`config.mk`:
```
export PLATFORM = sky130hd
export DESIGN_NAME = lfsr_gen
export DESIGN_NICKNAME = d
export VERILOG_FILES = /design/src/rtl/lfsr_gen.sv
export SDC_FILE = /design/constraint.sdc
export NUM_CORES = 1
export LEC_CHECK = 0
export CORE_MARGIN = 4
export CORE_UTILIZATION = 43
export DETAILED_ROUTE_END_ITERATION = 16
export GPL_TIMING_DRIVEN = 0
export PLACE_DENSITY = 0.78
export SETUP_SLACK_MARGIN = 0.4
export SLEW_MARGIN = 5
export SYNTH_ARGS = -nofsm -noshare
export SYNTH_HDL_FRONTEND = slang
export SYNTH_SLANG_ARGS = --single-unit
```
`constraint.sdc`:
```
create_clock -name clock -period 1.87 [get_ports clock]
set_clock_uncertainty 0.05 [all_clocks]
set_input_delay 0.374 -clock clock [delete_from_list [all_inputs] [get_ports clock]]
set_output_delay 0.374 -clock clock [all_outputs]
set_load 0.05 [all_outputs]
```
`src/rtl/lfsr_gen.sv`:
```
// lfsr_gen: parametrised Fibonacci/Galois LFSR with seed load, multi-shift
// advance and lock-up recovery. The rnd_out, rnd_valid and lockup outputs
// are registered.
// Optional feature: define LFSR_PERIOD_CNT_EN to add the period detector
// and its period_done output.
module lfsr_gen #(
   parameter int               WIDTH    = 16,
   parameter int               MODE     = 0,
   parameter logic [WIDTH-1:0] FIB_TAPS = 16'h002D,
   parameter logic [WIDTH-1:0] GAL_POLY = 16'hB400,
   parameter logic [WIDTH-1:0] SEED     = 16'hACE1,
   parameter int               STEPS    = 1
) (
   input  logic             clock,
   input  logic             reset,
   input  logic             step,
   input  logic             load,
   input  logic [WIDTH-1:0] seed_in,
   output logic [WIDTH-1:0] rnd_out,
   output logic             rnd_valid,
   output logic             lockup
`ifdef LFSR_PERIOD_CNT_EN
   ,
   output logic             period_done
`endif
);

   logic [WIDTH-1:0] state;
   logic [WIDTH-1:0] adv_state;
   logic [WIDTH-1:0] load_val;

   // One single-bit shift of the selected LFSR structure.
   function automatic logic [WIDTH-1:0] shift1(input logic [WIDTH-1:0] s);
      logic [WIDTH-1:0] r;
      if (MODE == 1) begin
         r = (s >> 1) ^ (s[0] ? GAL_POLY : '0);
      end else begin
         r = {^(s & FIB_TAPS), s[WIDTH-1:1]};
      end
      return r;
   endfunction

   // STEPS shifts unrolled into one combinational advance.
   always_comb begin
      adv_state = state;
      for (int i = 0; i < STEPS; i++) begin
         adv_state = shift1(adv_state);
      end
   end

   // An all-zero seed is replaced so the zero state is never entered.
   always_comb begin
      load_val = (seed_in == '0) ? SEED : seed_in;
   end

   // Core state: zero-state recovery, then load, then step, else hold.
   always_ff @(posedge clock or negedge reset) begin
      if (!reset) begin
         state     <= SEED;
         rnd_valid <= 1'b0;
         lockup    <= 1'b0;
      end else begin
         rnd_valid <= 1'b0;
         if (state == '0) begin
            state     <= SEED;
            lockup    <= 1'b1;
            rnd_valid <= 1'b1;
         end else if (load) begin
            state     <= load_val;
            rnd_valid <= 1'b1;
            if (seed_in == '0) begin
               lockup <= 1'b1;
            end
         end else if (step) begin
            state     <= adv_state;
            rnd_valid <= 1'b1;
         end
      end
   end

   assign rnd_out = state;

`ifdef LFSR_PERIOD_CNT_EN
   logic [WIDTH-1:0] seed_reg;
   logic [WIDTH-1:0] adv_count;

   // Tracks the last seed and counts advances until the state returns to it.
   always_ff @(posedge clock or negedge reset) begin
      if (!reset) begin
         seed_reg    <= SEED;
         adv_count   <= '0;
         period_done <= 1'b0;
      end else begin
         period_done <= 1'b0;
         if (state == '0) begin
            seed_reg  <= SEED;
            adv_count <= '0;
         end else if (load) begin
            seed_reg  <= load_val;
            adv_count <= '0;
         end else if (step) begin
            if (adv_state == seed_reg) begin
               period_done <= 1'b1;
               adv_count   <= '0;
            end else begin
               adv_count <= adv_count + 1'b1;
            end
         end
      end
   end
`endif

endmodule

```
==> results <==
[timing repair]
action                                  in CTS  in global routing
endpoints found under the setup margin      36                 29
setup buffers                               13                  0
gates cloned                                 1                  0
resized for setup                          171                 20
pin swaps                                   16                  7
[path summary, 6_finish.rpt]
kind / cells after the start / startpoint / to / slack, ns
min reg2reg: 2 / lockup / lockup / 0.42
max in group asynchronous: 1 / reset / rnd_out[9] / 0.73
max: 8 / rnd_out[2] / rnd_out[0] / 0.25
min in group asynchronous: 1 / reset / rnd_out[3] / 0.49
min: 3 / seed_in[8] / rnd_out[8] / 0.28
max reg2reg: 8 / rnd_out[2] / rnd_out[0] / 0.25
[area by class of cell]
cell class	count	area, µm²	area share
Multi-Input combinational cell	87	599	0.355
Timing Repair Buffer	50	480	0.284
Inverter	3	11.3	0.00667
Buffer	8	60.1	0.0356
Clock buffer	4	36.3	0.0215
Tap cell	28	35.0	0.0207
Sequential cell	18	467	0.276
[routing by layer]
metal,up-vias,global-route usage,share of wire
met5,-,0,0
met4,0,0.0795,0.018
met3,7,0.0407,0.086
met2,58,0.333,0.49
met1,543,0.271,0.41
li1,521,-,-
[cells in the mapped netlist (all sizes together) (2+ instances only)]
library cell	n	area, µm²
inv	2	7.51
clkbuf	2	7.51
nand4	2	12.5
nor4	5	50.1
buf	6	36.3
dfrtp	10	250
a31oi	7	43.8
nand2	8	30.0
nor2	22	82.6
mux2i	8	80.1
o21ai	7	35.0
dfstp	8	210
nor3	8	40.0
a21oi	7	35.0
[logic make-up (layout without fill, tap and decap cells)]
group                      Yosys count  after routing  synth area share
and+or+nand+nor                     52             52             0.262
AOI/OAI and AO/OA                   24             24             0.132
DFF                                 18             18             0.446
buffers and inverters               11             65            0.0533
muxes                                8              8            0.0776
xor gates and xnor gates             2              2            0.0170
adders and majority gates            1              1            0.0121
[sequential cells by signal (all words and copies together) (netlist names)]
name	cells
rnd_out	16
rnd_valid	1
lockup	1
[per-stage QoR]
step,area (µm²),cells
after floorplan,1080,116
after global placement,1470,180
after detailed placement,1470,180
after CTS,1640,198
after global routing,1690,198
final,1690,198
[worst register-to-register path, stage by stage, from the launching register on]
cell and delay, ns:
dfrtp_2 0.42, inv_2 0.07, ha_4 0.12, nor4b_4 0.22, and4_1 0.24, buf_6 0.12, buf_8 0.13, nor3_4 0.04
a31oi_2 0.15
[power groups by stage]
stage | logic (mW) | clock network [mW] | registers (mW)
after detailed placement | 0.420 | 0 | 0.503
after floorplan | 0.119 | 0 | 0.637
after global routing | 0.503 | 0.264 | 0.509
after global placement | 0.419 | 0 | 0.503
after CTS | 0.442 | 0.244 | 0.493
final | 0.472 | 0.243 | 0.502
==> results.md <==
- Status: finished, final reports clean
- Seq cells post-synth: 18
- Final Cycle Share: 0.867
- Avg Synthesized Cell Area: 8.90 µm²
- Net Sw Power: 0.453 mW
- Routability congestion estimate: 0.885
- Post-DP HPWL: 2.18 mm
- First-pass GRT wire length: 5.29 mm
- First-pass detailed-route iteration total: 4
- Antenna-violating nets left: 0
- Switching share of power: 0.373
- DRC: 0
- Global Route Usage Sum: 0.206
- Mapped Area: 1030 µm²
- Die width: 57.0 µm
- Req. time, crit path: 2.05 ns
- GR Overflow Total: 0
- Die area: 3250 µm²
- Sequential power share: 0.413
- Max stage delay cell, worst path: dfrtp_2
- Async SR Flop Fraction: 1.00
- Largest net degree at the start of global routing: 19
- Internal power: 0.763 mW
- Worst-margin pin slew: 0.814 ns
- Final Power: 1.22 mW
- Leakage: 0.721 nW
- Root buffer cell: clkbuf_4
- CP Class: reg2reg
- Most common cell after layout, fill and taps aside: nor2_1
- CP cell instances: inv_2 -> ha_4 -> nor4b_4 -> and4_1 -> buf_6 -> buf_8 -> nor3_4 -> a31oi_2
- Peak VDD IR: 0.000556 V
- Final Util: 0.749
- TNS Setup: 0 ns
- CTS max path bufs: 2
- Syn_nets: 137
- Sequential area share after synthesis: 0.446
- Initial DRC Count: 33
- Worst-skew pair later-pin latency: 0.29 ns
- PnR worst setup slack: 0.248 ns
- Layout overhead on the synthesized area: 63.6%
- CTS H-tree depth: 1
- TritonCTS clock tree: yes
- Die height: 57.0 µm
- Most frequent cells in the layout: 18 x nor2_1, 13 x buf_2, 11 x buf_6, 11 x buf_4, 9 x buf_8
- Final #Nets: 192
- Number of global-route vias before repair: 1130
- Clock Power Share: 0.199
- Fillers: 175
- # port buffers: 36
- Clock transition at the registers of the reported paths: 0.10 ns
- Number of diodes: 0
- Worst path max stage delay: 0.42 ns
- Critical Path Start Type: flip-flop
- Worst Path Buf+Inv: 3
- Min cycle time layout: 1.62 ns
- Initial Util: 0.458
- Number of synthesized flops with an enable pin: 0
- Core area: 2250 µm²
- Max Cap Viol: 0
- Core Rows: 17
- WHS: 0.278 ns
- Vias per inst: 5.70
- Main flop type after synthesis: dfrtp_1
- TritonCTS Buffers: 3
- IO Pins: 38
- Setup violators final: 0
- Post-Route WL: 3.11 mm
- Max Slew Vio Count: 0
- Endpoints failing hold: 0
- Place WS: -0.336 ns
- CP arrival: 1.80 ns
- CP top delay family: simple AND/OR/NAND/NOR gates
- Power density over the cells: 720 nW/µm²
- Endpoint class of the critical path: flip-flop
- Initial antenna violation count: 0
- Synth unique cells: 30
- Combinational share of power: 0.388
- Maximum fanout along the worst path: 6
- Max Freq: 617 MHz
- Detailed-route wire length per cell: 15.7 µm
- Clk sinks: 18
- Max_slew headroom: 0.456
- Hold-fix buffers, CTS: 0
- Synth Warn #: 0
- Cell count after synthesis: 116
- Layout cells sized above 1: 0.500
- Hold crit path type: in2reg
- Vias: 1129
- RSZ-0062 raised after global routing: true
(Power assumes the default switching activity.)
